## src/rtl/sprite_blitter_if.sv

```systemverilog
// Draw-engine bus: register-file controls, sprite ROM read port and frame-buffer write port.
// The slave modport is the blitter's view; master is the surrounding system / bench.
interface sprite_blitter_if #(
  parameter int ID_W   = 5,
  parameter int ROM_AW = 15,
  parameter int PIX_W  = 16,
  parameter int ADDR_W = 20
) ();
  logic              start;
  logic [ID_W-1:0]   img_id;
  logic [9:0]        img_x;
  logic [9:0]        img_y;
  logic              frame_sel;
  logic              done;
  logic [ROM_AW-1:0] rom_addr;
  logic [PIX_W-1:0]  rom_data;
  logic              wr_req;
  logic [ADDR_W-1:0] wr_addr;
  logic [PIX_W-1:0]  wr_data;
  logic              wr_ack;

  modport slave (
    input  start, img_id, img_x, img_y, frame_sel, rom_data, wr_ack,
    output done, rom_addr, wr_req, wr_addr, wr_data
  );

  modport master (
    output start, img_id, img_x, img_y, frame_sel, rom_data, wr_ack,
    input  done, rom_addr, wr_req, wr_addr, wr_data
  );
endinterface

```

## src/rtl/sprite_blitter.sv

```systemverilog
// Copies one IMG_W x IMG_H sprite from a sync ROM into the frame buffer with colour-key
// transparency and per-pixel clipping; 2 cycles per skipped pixel, 2 + ack wait per written one.
module sprite_blitter #(
  parameter int          IMG_W    = 32,
  parameter int          IMG_H    = 32,
  parameter int          ID_W     = 5,
  parameter int          SCREEN_W = 640,
  parameter int          SCREEN_H = 480,
  parameter int          PIX_W    = 16,
  parameter int          ADDR_W   = 20,
  parameter logic [15:0] TRANSP   = 16'h0000
) (
  input logic            i_clk,
  input logic            i_rst,
  sprite_blitter_if.slave bus
);
  localparam int CW = $clog2(IMG_W);
  localparam int RW = $clog2(IMG_H);
  localparam logic [10:0]       SW11  = 11'(SCREEN_W);
  localparam logic [10:0]       SH11  = 11'(SCREEN_H);
  localparam logic [ADDR_W-1:0] BASE1 = ADDR_W'(SCREEN_W * SCREEN_H);
  localparam logic [PIX_W-1:0]  KEY   = PIX_W'(TRANSP);

  typedef enum logic [2:0] {
    S_IDLE,
    S_FETCH,
    S_WAIT,
    S_WRITE,
    S_DONE
  } state_t;

  state_t            r_state;
  state_t            w_next;
  logic [ID_W-1:0]   r_id;
  logic [9:0]        r_x;
  logic [9:0]        r_y;
  logic              r_fsel;
  logic [RW-1:0]     r_row;
  logic [CW-1:0]     r_col;
  logic [ADDR_W-1:0] r_wr_addr;
  logic [PIX_W-1:0]  r_wr_data;

  logic [10:0]       w_x;
  logic [10:0]       w_y;
  logic              w_vis;
  logic              w_col_last;
  logic              w_last_pix;
  logic              w_advance;
  logic [ADDR_W-1:0] w_base;
  logic [ADDR_W-1:0] w_pix_addr;

  // 11-bit sums so that imgX/imgY near 1023 plus an offset cannot wrap back on-screen
  assign w_x        = {1'b0, r_x} + 11'(r_col);
  assign w_y        = {1'b0, r_y} + 11'(r_row);
  assign w_vis      = (bus.rom_data != KEY) && (w_x < SW11) && (w_y < SH11);
  assign w_col_last = (r_col == CW'(IMG_W - 1));
  assign w_last_pix = w_col_last && (r_row == RW'(IMG_H - 1));
  assign w_advance  = ((r_state == S_WAIT) && !w_vis) || ((r_state == S_WRITE) && bus.wr_ack);
  assign w_base     = r_fsel ? BASE1 : '0;
  assign w_pix_addr = w_base + ADDR_W'(w_y) * ADDR_W'(SCREEN_W) + ADDR_W'(w_x);

  assign bus.rom_addr = {r_id, r_row, r_col};
  assign bus.wr_req   = (r_state == S_WRITE);
  assign bus.done     = (r_state == S_DONE);
  assign bus.wr_addr  = r_wr_addr;
  assign bus.wr_data  = r_wr_data;

  always_ff @(posedge i_clk or posedge i_rst) begin
    if (i_rst) begin
      r_state <= S_IDLE;
    end else begin
      r_state <= w_next;
    end
  end

  always_comb begin
    w_next = r_state;
    case (r_state)
      S_IDLE:  if (bus.start) w_next = S_FETCH;
      S_FETCH: w_next = S_WAIT;
      S_WAIT: begin
        if (w_vis)           w_next = S_WRITE;
        else if (w_last_pix) w_next = S_DONE;
        else                 w_next = S_FETCH;
      end
      S_WRITE: begin
        if (bus.wr_ack) w_next = w_last_pix ? S_DONE : S_FETCH;
      end
      S_DONE:  if (!bus.start) w_next = S_IDLE;
      default: w_next = S_IDLE;
    endcase
  end

  always_ff @(posedge i_clk or posedge i_rst) begin
    if (i_rst) begin
      r_id      <= '0;
      r_x       <= '0;
      r_y       <= '0;
      r_fsel    <= 1'b0;
      r_row     <= '0;
      r_col     <= '0;
      r_wr_addr <= '0;
      r_wr_data <= '0;
    end else begin
      if ((r_state == S_IDLE) && bus.start) begin
        r_id   <= bus.img_id;
        r_x    <= bus.img_x;
        r_y    <= bus.img_y;
        r_fsel <= bus.frame_sel;
        r_row  <= '0;
        r_col  <= '0;
      end else if (w_advance) begin
        r_col <= r_col + 1'b1;
        if (w_col_last) r_row <= r_row + 1'b1;
      end
      if ((r_state == S_WAIT) && w_vis) begin
        r_wr_addr <= w_pix_addr;
        r_wr_data <= bus.rom_data;
      end
    end
  end
endmodule
```

## src/flat_wrapper.sv

```systemverilog
// flat-port wrapper written by rule: the top's interface ports become plain ports
module sprite_blitter_flat 
#(
  parameter int          IMG_W    = 32,
  parameter int          IMG_H    = 32,
  parameter int          ID_W     = 5,
  parameter int          SCREEN_W = 640,
  parameter int          SCREEN_H = 480,
  parameter int          PIX_W    = 16,
  parameter int          ADDR_W   = 20,
  parameter logic [15:0] TRANSP   = 16'h0000
)
  (i_clk, i_rst, bus_start, bus_img_id, bus_img_x, bus_img_y, bus_frame_sel, bus_rom_data, bus_wr_ack, bus_done, bus_rom_addr, bus_wr_req, bus_wr_addr, bus_wr_data);
  sprite_blitter_if #(.ID_W(ID_W), .PIX_W(PIX_W), .ADDR_W(ADDR_W)) bus_i ();
  input logic i_clk;
  input logic i_rst;
  input wire logic [$bits(bus_i.start)-1:0] bus_start;
  input wire logic [$bits(bus_i.img_id)-1:0] bus_img_id;
  input wire logic [$bits(bus_i.img_x)-1:0] bus_img_x;
  input wire logic [$bits(bus_i.img_y)-1:0] bus_img_y;
  input wire logic [$bits(bus_i.frame_sel)-1:0] bus_frame_sel;
  input wire logic [$bits(bus_i.rom_data)-1:0] bus_rom_data;
  input wire logic [$bits(bus_i.wr_ack)-1:0] bus_wr_ack;
  output wire logic [$bits(bus_i.done)-1:0] bus_done;
  output wire logic [$bits(bus_i.rom_addr)-1:0] bus_rom_addr;
  output wire logic [$bits(bus_i.wr_req)-1:0] bus_wr_req;
  output wire logic [$bits(bus_i.wr_addr)-1:0] bus_wr_addr;
  output wire logic [$bits(bus_i.wr_data)-1:0] bus_wr_data;
  assign bus_i.start = bus_start;
  assign bus_i.img_id = bus_img_id;
  assign bus_i.img_x = bus_img_x;
  assign bus_i.img_y = bus_img_y;
  assign bus_i.frame_sel = bus_frame_sel;
  assign bus_i.rom_data = bus_rom_data;
  assign bus_i.wr_ack = bus_wr_ack;
  assign bus_done = bus_i.done;
  assign bus_rom_addr = bus_i.rom_addr;
  assign bus_wr_req = bus_i.wr_req;
  assign bus_wr_addr = bus_i.wr_addr;
  assign bus_wr_data = bus_i.wr_data;
  sprite_blitter #(.IMG_W(IMG_W), .IMG_H(IMG_H), .ID_W(ID_W), .SCREEN_W(SCREEN_W), .SCREEN_H(SCREEN_H), .PIX_W(PIX_W), .ADDR_W(ADDR_W), .TRANSP(TRANSP)) u_core (.i_clk(i_clk), .i_rst(i_rst), .bus(bus_i));
endmodule
```

## config.mk

```make
export PLATFORM = sky130hd
export DESIGN_NAME = sprite_blitter_flat
export DESIGN_NICKNAME = d
export VERILOG_FILES = /design/src/rtl/sprite_blitter_if.sv /design/src/rtl/sprite_blitter.sv /design/src/flat_wrapper.sv
export SDC_FILE = /design/constraint.sdc
export NUM_CORES = 1
export LEC_CHECK = 0
export CORE_MARGIN = 10
export CORE_UTILIZATION = 47
export DETAILED_ROUTE_END_ITERATION = 8
export MAX_ROUTING_LAYER = met4
export PLACE_DENSITY = 0.8
export REMOVE_ABC_BUFFERS = 1
export SETUP_SLACK_MARGIN = 0.05
export SYNTH_ARGS = -nofsm -noshare
export SYNTH_HDL_FRONTEND = slang
export SYNTH_SLANG_ARGS = --single-unit
```

## constraint.sdc

```tcl
create_clock -name i_clk -period 4.6 [get_ports i_clk]
set_clock_uncertainty 0.15 [all_clocks]
set_input_delay 0.92 -clock i_clk [delete_from_list [all_inputs] [get_ports i_clk]]
set_output_delay 0.92 -clock i_clk [all_outputs]
set_load 0.05 [all_outputs]
```

==> results.md, run 1 <==
STA:
- The number of failing hold endpoints at the final stage is 0.
- The count of endpoints failing setup in the final report is 1.
- Counting I/O delays and the setup requirement, the final critical path takes 4.78 ns.
- Across all setup checks in the final design, the least slack found is -0.183 ns.
- At the pin with the least slew margin, the transition time is 1.14 ns.
- Headroom to the max-slew limit came out at 23.7%.
- The total count of max-transition violations in the final report is 0.
- Dividing the final minimum period by the clock period gives 104%.
- The setup total negative slack is -0.183 ns.
- Setup repair after global routing could not meet its margin everywhere.
- The peak clock frequency supported by timing is 0.209 GHz.

Layout:
- The count of placed standard cells in the final layout, fillers left out is 757.
- The final net count is 705.
- Cells with a size suffix above 1 make up 16.5% of the layout.
- 0 antenna diodes ended up in the layout.
- The synthesis-to-finish area growth is 35.2%.
- Fill cells in the final layout number 756.
- The utilization after layout is 66.1%.

Global route:
- The via count of the first global-routing pass is 4,335.
- Summed over all layers, the global routing overflow is 0.
- The number of antenna violations at the first check in global routing is 0.
- Global routing used 17.9% of the available tracks.
- Entering global routing, the biggest net connects 49 pins.
- The wire length of the first global-routing pass is 21,300 um.

Logic synthesis:
- The number of flops mapped to enable cells by yosys is 0.
- The cell area that synthesis handed to floorplanning was 4820 sq um.
- The synthesized area divided by synthesized cell count is 9.64 sq um.
- Synthesis instantiated 62 different standard cells from the library.
- Sequential elements use 38.9% of the synthesized area.
- Ranked by total cell area, the synthesized netlist is headed by dfrtp_1 (39%), ha_1 (9.3%), nand2_1 (7.2%).
- The mux contribution to synthesized area is 8.85%.
- Of the total synthesized cell area, the portion taken by XOR and XNOR cells is 5.81%.
- The leading area contributor after synthesis is dfrtp_1.
- Among all cell types in the netlist, the one instantiated most often is nand2_1.
- The flop and latch count out of synthesis is 75.
- After synthesis, the largest family of logic cells by area is simple AND/OR/NAND/NOR gates.
- Counting instances in the post-synthesis netlist gives the leading cell types as nand2_1 (92), dfrtp_1 (75), ha_1 (36), o21ai_0 (27), xnor2_1 (24).
- The synthesized-area fraction occupied by adder cells is 11.2%.
- The synthesized-area fraction occupied by ao, oa, aoi and oai cells is 12.7%.
- After synthesis, the share of flip-flops with an asynchronous set or reset is 100%.
- After Yosys synthesis, and, or, nand and nor cells account for 18.9% of the synthesized area.
- The area share of the leading cell type in the synthesized netlist is 38.9%.
- The number of warnings issued by yosys is 0.
- The synthesized instance count is 500.
- Among all flip-flop cells after synthesis, the most frequent one is dfrtp_1.

Worst setup path:
- Data arrives at the worst endpoint at 4.89 ns.
- The register-to-register setup slack is -0.18 ns.
- The biggest cell delay along the critical path is 0.39 ns.
- The largest fanout of any net on the critical path is 4.
- The capturing element type of the critical path is a flop.
- Data on the critical path is required at its endpoint by 4.70 ns.
- The worst setup path is of the reg -> reg kind.
- The critical path goes through buf_4 -> ha_4 -> a211oi_4 -> o21bai_2 -> a21oi_2 -> xnor2_2 -> xor2_1 -> ha_1 -> a211o_1 -> a211o_1 -> a21oi_1 -> o21bai_1 -> xnor2_1 -> xnor2_1 -> ha_2 -> or3_4 -> o2111a_1 -> and3_1 -> o31ai_1.
- The sort of element at the start of the critical path is a flop.
- Among all stages on the critical path, the largest delay is contributed by dfrtp_1.

Floorplanning:
- The standard cell core area is 9860 sq um.
- The die footprint is 14,700 sq um.
- From left edge to right edge, the die measures 121 um.
- The total number of placement rows is 36.
- Pin placement for this block handled 99 I/O pins.
- Measured along the y axis, the die boundary spans 121 um.
- Once the floorplan was initialized, standard cells occupied 48.9% of the core.

Place:
- The number of port buffers is 98.
- After detailed placement, the design holds a cell count of 729.
- The HPWL after detailed placement is 9660 um.
- The final weighted congestion in routability-driven placement is 0.891.

CTS:
- TritonCTS built the clock tree.
- After clock tree synthesis, the clock-pin slew on the worst setup and hold paths is 0.08 ns.
- The number of H-tree levels is 3.
- Clock latency on the worst-skew pair, taken at its later pin, is 0.35 ns.
- No sink is reached through more buffers than the 2 on the longest clock path.
- The master cell of the clock root buffer is clkbuf_8.
- Hold repair after CTS inserted 0 buffers.
- TritonCTS created 9 clock buffers.
- The number of clock sinks is 75.

Route:
- The number of detailed-routing iterations run before antenna repair is 5.
- The remaining antenna violation count is 0.
- For this block, the routed nets add up to 13,700 um of wire.
- The detailed-route vias per instance is 5.58.
- The routed layout has 4,222 vias.
- After detailed routing, the average wire length per cell comes to 18.1 um.
- After the first detailed-routing iteration, the DRC count stood at 220.
- The DRC violation count after routing is 0.

Run status:
- The run finished, with violations left.
- The checks that failed: setup timing.

Pwr:
- For this design the static power due to leakage is 2.96 nW.
- The power per unit of standard cell area is 846 nW/um^2.
- The largest vdd supply drop is 0.388 mV.

Run:
- The number of max-cap violations is 0.

Hold path:
- The min-delay analysis places its worst path in the category reg -> reg.
==> path summary, 6_finish.rpt <==
check	from	end	depth (start not counted)
max reg2reg	u_core.r_row[1]$_DFFE_PP0P_	u_core.bus.wr_addr[19]$_DFFE_PP0P_	19
max in group asynchronous	i_rst	u_core.r_row[2]$_DFFE_PP0P_	3
min in group asynchronous	i_rst	u_core.bus.wr_data[5]$_DFFE_PP0P_	2
min	u_core.r_id[1]$_DFFE_PP0P_	u_core.r_id[1]$_DFFE_PP0P_	2
min reg2reg	u_core.r_id[1]$_DFFE_PP0P_	u_core.r_id[1]$_DFFE_PP0P_	2
max	u_core.r_row[1]$_DFFE_PP0P_	u_core.bus.wr_addr[19]$_DFFE_PP0P_	19
==> placed cells by master (no fill, tap or decap), drive strengths merged, types with 4 or more instances in the layout <==
| master | n |
|---|---|
| clkdlybuf4s50 | 98 |
| buf | 28 |
| a21o | 6 |
| nor3 | 5 |
| mux2i | 7 |
| nor4 | 5 |
| ha | 36 |
| or3 | 4 |
| nand2 | 93 |
| nor2 | 21 |
| clkbuf | 11 |
| a21oi | 14 |
| o21ai | 35 |
| dfrtp | 75 |
| mux2 | 28 |
| nand3 | 16 |
| inv | 22 |
| a211oi | 7 |
| xnor2 | 24 |
| a31oi | 5 |
| and3 | 8 |
| nand4 | 6 |
| nand2b | 8 |
| fa | 4 |
| and2 | 5 |
| o21a | 4 |
| xor2 | 8 |
==> registers in the layout, indices dropped and copies added, names as in the netlist <==
| name | count |
|---|---|
| u_core.r_y | 10 |
| u_core.r_x | 10 |
| u_core.r_row | 5 |
| u_core.r_fsel | 1 |
| u_core.bus.wr_data | 16 |
| u_core.bus.wr_addr | 20 |
| u_core.r_id | 5 |
| u_core.r_state | 3 |
| u_core.r_col | 5 |
==> stage by stage <==
step	power (W)	hold WS [ns]	setup WS, ns	instance area, sq um
after floorplan	0.00366	0.300	-0.349	4730
after global placement	0.00454	0.310	0.0274	6000
after detailed placement	0.00468	0.317	-0.152	6000
after CTS	0.00528	0.339	-0.0825	6290
after global routing	0.00589	0.354	-0.343	6520
final	0.00551	0.334	-0.183	6520
==> metal layers <==
layer	part of all wire, %	vias to the layer above	track usage, %	wire (um)
met2	47	181	28.9	6500
met4	2.3	0	3.50	311
met5	0	-	-	0
li1	-	2000	-	-
met3	6.7	34	4.42	917
met1	44	2007	22.5	6000
==> power breakdown <==
part           internal [W]  switching, W  total, W
Combinational       0.00158       0.00220   0.00378
Clock              0.000281      0.000253  0.000534
Sequential         0.000948      0.000253   0.00120
==> worst max-delay path, delay by kind of cell (launching register included) <==
kind	cells	cell delay, ns
AO/OA/AOI/OAI	9	1.89
buffers and inverters	1	0.15
flip-flops	1	0.39
XOR/XNOR	4	0.73
AND/OR/NAND/NOR	2	0.53
adder cells (fa/ha/maj)	3	0.86
==> logic make-up (layout without fill, tap and decap cells) <==
| kind of cell | Yosys count | count (layout) |
|---|---|---|
| and+or+nand+nor | 186 | 186 |
| AOI/OAI and AO/OA | 92 | 92 |
| DFF | 75 | 75 |
| adders and majority gates | 41 | 41 |
| buffers and inverters | 39 | 163 |
| muxes | 35 | 35 |
| xor gates and xnor gates | 32 | 32 |
==> area by class of cell <==
| class | instances | area (sq um) | share of cell area [%] |
|---|---|---|---|
| Clock buffer | 11 | 151 | 2.32 |
| Clock inverter | 5 | 58.8 | 0.902 |
| Inverter | 21 | 78.8 | 1.21 |
| Multi-Input combinational cell | 386 | 3000 | 46.0 |
| Sequential cell | 75 | 1880 | 28.8 |
| Tap cell | 133 | 166 | 2.55 |
| Timing Repair Buffer | 126 | 1190 | 18.3 |
==> timing repair <==
item,CTS,global route
resized for setup,11,30
pin swaps,8,24
endpoints found under the setup margin,1,2
buffers inserted,5,7
(Power assumes the default switching activity.)
==> run 2: changes to the inputs <==
--- a/config.mk
+++ b/config.mk
@@ -5,6 +5,7 @@
 export SDC_FILE = /design/constraint.sdc
 export NUM_CORES = 1
 export LEC_CHECK = 0
+export ABC_AREA = 1
 export CORE_MARGIN = 10
 export CORE_UTILIZATION = 47
 export DETAILED_ROUTE_END_ITERATION = 8
==> run 2 against run 1 <==
  * The flow now finishes without violations
  * Die area shrank 1.3%
  * Worst hold slack gained 0.0056 ns
  * First-iteration DRC count down 19%
  * Non-clock buffer count down 25
  * Register-to-register slack gained 0.56 ns
  * Synthesized cell count up 18%
  * Worst setup slack better by 0.56 ns
  * Global-route usage shrank 1.1 points
  * Utilization is 4.6 points lower
  * Clock-buffer cell count decreased by 1
  * Via count fell by 1.4%
  * Area after synthesis shrank 1.6%
  * Largest cell class unchanged
==> results.md, run 2 <==
Run status:
- Result of the run: completed (was finished, violations left).

Worst setup path:
- The cell that appears most often on the critical path is nand2_1.
- The first element of the critical path is u_core.r_row[0]$_DFFE_PP0P_ (was u_core.r_row[1]$_DFFE_PP0P_).
- The data required time of the critical path is 4.71 ns (was 4.70 ns).
- The reg-to-reg startpoint is u_core.r_row[0]$_DFFE_PP0P_ (was u_core.r_row[1]$_DFFE_PP0P_).
- The largest fanout of any net on the critical path is 6 (was 4).
- The data arrival at the endpoint of the critical path is 4.33 ns (was 4.89 ns).
- The kind of critical path is reg -> reg (unchanged).
- The worst-path cell with the longest stage delay was fa_1 (was dfrtp_1).
- The capturing element type of the critical path is a flop (unchanged).
- The sort of element at the start of the critical path is a flop (unchanged).
- Chain of cells forming the critical path: ha_1 -> inv_1 -> fa_1 -> inv_1 -> nand3_1 -> nand2_1 -> xor2_1 -> ha_1 -> fa_1 -> xor2_1 -> ha_1 -> nand2_1 -> inv_1 -> nand4_1 -> nand2_1 -> nand3_1 -> o21bai_1 -> nand4_1 -> nand3_1 -> nand2_1 (was buf_4 -> ha_4 -> a211oi_4 -> o21bai_2 -> a21oi_2 -> xnor2_2 -> xor2_1 -> ha_1 -> a211o_1 -> a211o_1 -> a21oi_1 -> o21bai_1 -> xnor2_1 -> xnor2_1 -> ha_2 -> or3_4 -> o2111a_1 -> and3_1 -> o31ai_1).
- The biggest cell delay along the critical path is 0.50 ns (was 0.39 ns).

Place:
- The HPWL after detailed placement is 9150 um (was 9660 um).
- The final weighted congestion in routability-driven placement is 0.916 (was 0.891).
- The number of port buffers came to 98 (unchanged).

Layout:
- The final net count was 774 (was 705).
- The commonest non-fill, non-tap cell in the layout is nand2_1 (was clkdlybuf4s50_1).
- The share of final-layout standard cells stronger than drive strength 1 came to 8.24% (was 16.5%).
- The synthesis-to-finish area growth was 27.3% (was 35.2%).
- Most used cells in the layout excluding fill and tap cells: nand2_1 (157), clkdlybuf4s50_1 (98), inv_1 (78), dfrtp_1 (74), nand3_1 (38) (was clkdlybuf4s50_1 (98), nand2_1 (92), dfrtp_1 (75), buf_4 (28)).
- The number of diodes added for antenna fixing was 0 (unchanged).
- The flip-flop count of the largest register, all copies and words added is 20 (unchanged).

Logic synthesis:
- The combined area of all synthesized cells is 4750 sq um (was 4820 sq um).
- The most frequently used cell type in the post-synthesis netlist is nand2_1 (unchanged).
- Synth top area cells: dfrtp_1 (40%), nand2_1 (12%), ha_1 (9.5%) (was dfrtp_1 (39%), ha_1 (9.3%), nand2_1 (7.2%)).
- The number of flops mapped to enable cells by yosys came to 0 (unchanged).
- The number of warnings issued by yosys is 0 (unchanged).
- The synthesized area divided by synthesized cell count was 8.07 sq um (was 9.64 sq um).
- The leading area contributor after synthesis is dfrtp_1 (unchanged).
- The fraction of registers with async set or reset after synthesis is 100% (unchanged).
- Most common library cells after synthesis: nand2_1 (157), inv_1 (79), dfrtp_1 (75), nand3_1 (38), o21ai_1 (37) (was nand2_1 (92), dfrtp_1 (75), ha_1 (36), o21ai_0 (27), xnor2_1 (24)).
- The fraction of the yosys area taken by sequential cells was 39.5% (was 38.9%).
- The most used flip-flop cell after synthesis is dfrtp_1 (unchanged).
- The count of distinct cell types in the synthesized netlist is 34 (was 62).
- The area share of the leading cell type in the synthesized netlist is 39.5% (was 38.9%).
- The flop and latch count out of synthesis was 75 (unchanged).
- The synthesized instance count is 588 (was 500).

STA:
- The headroom to the max-slew limit came to 37.3% (was 23.7%).
- The slew at the pin closest to its max-slew limit came to 0.940 ns (was 1.14 ns).
- The total count of max-transition violations in the final report came to 0 (unchanged).
- Unrepaired setup endpoints after global routing: false (was true).
- The final period utilization was 91.8% (was 104%).
- The setup total negative slack is 0 ns (was -0.183 ns).
- The final period demand of the worst path is 4.22 ns (was 4.78 ns).
- The count of endpoints failing setup in the final report is 0 (was 1).
- The peak clock frequency supported by timing came to 0.237 GHz (was 0.209 GHz).
- The number of failing hold endpoints at the final stage came to 0 (unchanged).

Global route:
- The number of antenna violations at the first check in global routing was 0 (unchanged).
- The overall track demand over capacity in global routing is 16.9% (was 17.9%).
- The via count of the first global-routing pass is 4,282 (was 4,335).
- The maximum number of pins on one net before global-route repair was 76 (was 49).
- The total overflow reported by the global router was 0 (unchanged).
- The wire length of the first global-routing pass is 19,700 um (was 21,300 um).

Route:
- The detailed-route via count was 4,164 (was 4,222).
- The number of detailed-routing iterations run before antenna repair is 4 (was 5).
- The DRC violation count after routing is 0 (unchanged).
- The remaining antenna violation count came to 0 (unchanged).
- The routed length per instance is 14.1 um (was 18.1 um).
- The detailed router's first-iteration violation count is 179 (was 220).
- The detailed-route vias per instance is 5.05 (was 5.58).
- The post-detailed-routing wire length is 11,700 um (was 13,700 um).

Hold path:
- The critical hold path startpoint is u_core.bus.wr_addr[16]$_DFFE_PP0P_ (was u_core.r_id[1]$_DFFE_PP0P_).
- The worst min-delay path category is reg -> reg (unchanged).

Floorplanning:
- The chip height is 120 um (was 121 um).
- The I/O pin count is 99 (unchanged).
- The initial cell density of the core is 48.3% (was 48.9%).
- The standard cell core area is 9820 sq um (was 9860 sq um).
- The total number of placement rows is 36 (unchanged).
- The die footprint is 14,500 sq um (was 14,700 sq um).
- The die extent in x is 120 um (was 121 um).

CTS:
- The number of clock sinks is 75 (unchanged).
- The number of buffers added to fix hold violations after cts was 0 (unchanged).
- The clock tree from TritonCTS is done (unchanged).
- The clock insertion delay at the later pin of the skew report is 0.36 ns (was 0.35 ns).
- The master cell of the clock root buffer is clkbuf_8 (unchanged).
- The worst-case clock buffer depth was 2 (unchanged).
- The clock transition at the register clock pins on the worst setup and hold paths after CTS is 0.08 ns (about the same).
- The number of H-tree levels came to 3 (unchanged).
- The number of buffers created by CTS is 9 (unchanged).

Run:
- The number of max-cap violations is 0 (unchanged).
## run 2: cell types whose count changed after synthesis, sizes merged, moves of 10 or more
cell and change:
mux2 -11, nand2 +71, inv +58, nor2 +12, xor2 +10, nand3 +24, a21oi +10, xnor2 -17
nand4 +11
## run 2: area by class of cell
cell class | instances | area [sq um]
Tap cell | 133 | 166
Multi-Input combinational cell | 422 | 2530
Fill cell | 880 | 3780
Sequential cell | 75 | 1880
Clock inverter | 5 | 30.0
Timing Repair Buffer | 101 | 1000
Clock buffer | 10 | 138
Inverter | 79 | 297
## run 2: what timing repair did
| item | in CTS | in global routing |
|---|---|---|
| gates resized for setup | 0 | 3 |
| buffers inserted | 0 | 0 |
| endpoints found under the setup margin | 0 | 3 |
## run 2: layer usage
metal / wire, um / part of all wire (%) / vias up / global-route usage [%]
met3: 733 / 6.3 / 12 / 4.65
li1: - / - / 2108 / -
met4: 111 / 0.95 / 0 / 4.30
met1: 5100 / 44 / 1950 / 19.6
met5: 0 / 0 / - / -
met2: 5730 / 49 / 94 / 28.2
## run 2: final timing paths
check	slack, ns	endpoint	depth (start not counted)
setup / recovery	0.38	u_core.bus.wr_addr[18]$_DFFE_PP0P_	20
min in group asynchronous	1.05	u_core.r_id[3]$_DFFE_PP0P_	3
hold reg to reg	0.34	u_core.bus.wr_addr[16]$_DFFE_PP0P_	2
setup reg to reg	0.38	u_core.bus.wr_addr[18]$_DFFE_PP0P_	20
max in group asynchronous	2.59	u_core.r_row[0]$_DFFE_PP0P_	3
hold / removal	0.34	u_core.bus.wr_addr[16]$_DFFE_PP0P_	2
## run 2: cell families after synthesis
| group | Yosys count | share of synthesized area (%) |
|---|---|---|
| buffers and inverters | 91 | 7.51 |
| AND/OR/NAND/NOR | 270 | 25.3 |
| adder cells (fa/ha/maj) | 40 | 11.2 |
| XOR/XNOR | 25 | 4.61 |
| multiplexers | 17 | 4.03 |
| AO/OA/AOI/OAI | 70 | 7.83 |
| flip-flops | 75 | 39.5 |
## run 2: critical path: cells and delay by family (launching register included)
family	cells	cell delay, ns
AOI/OAI and AO/OA	1	0.29
xor gates and xnor gates	2	0.40
adders and majority gates	5	1.78
buffers and inverters	3	0.25
DFF	1	0.42
and+or+nand+nor	9	0.82
## run 2: per-stage QoR
| step | cells | hold WS, ns | utilization (%) | setup slack (ns) | instance area (sq um) |
|---|---|---|---|---|---|
| 2_1_floorplan | 576 | 0.334 | - | 0.385 | 4690 |
| 3_3_place_gp | 810 | 0.320 | 59.6 | 0.524 | 5860 |
| 3_5_place_dp | 810 | 0.320 | 59.6 | 0.349 | 5860 |
| 4_1_cts | 825 | 0.342 | 61.3 | 0.331 | 6020 |
| 5_1_grt | 825 | 0.365 | 61.5 | 0.0515 | 6040 |
| 6_report | 825 | 0.339 | 61.5 | 0.375 | 6040 |
Power of run 2 is left out: the tool's default activity adds up to more than one toggle a clock period on the data nets, which glitch-free logic cannot reach.
==> run 3: changes to the inputs <==
--- a/config.mk
+++ b/config.mk
@@ -6,6 +6,7 @@
 export NUM_CORES = 1
 export LEC_CHECK = 0
 export ABC_AREA = 1
+export CAP_MARGIN = 20
 export CORE_MARGIN = 10
 export CORE_UTILIZATION = 47
 export DETAILED_ROUTE_END_ITERATION = 8
==> results of run 3 <==
Final layout, timing and power as in run 2 (identical DEF).
Power of run 3 is left out for the same reason.
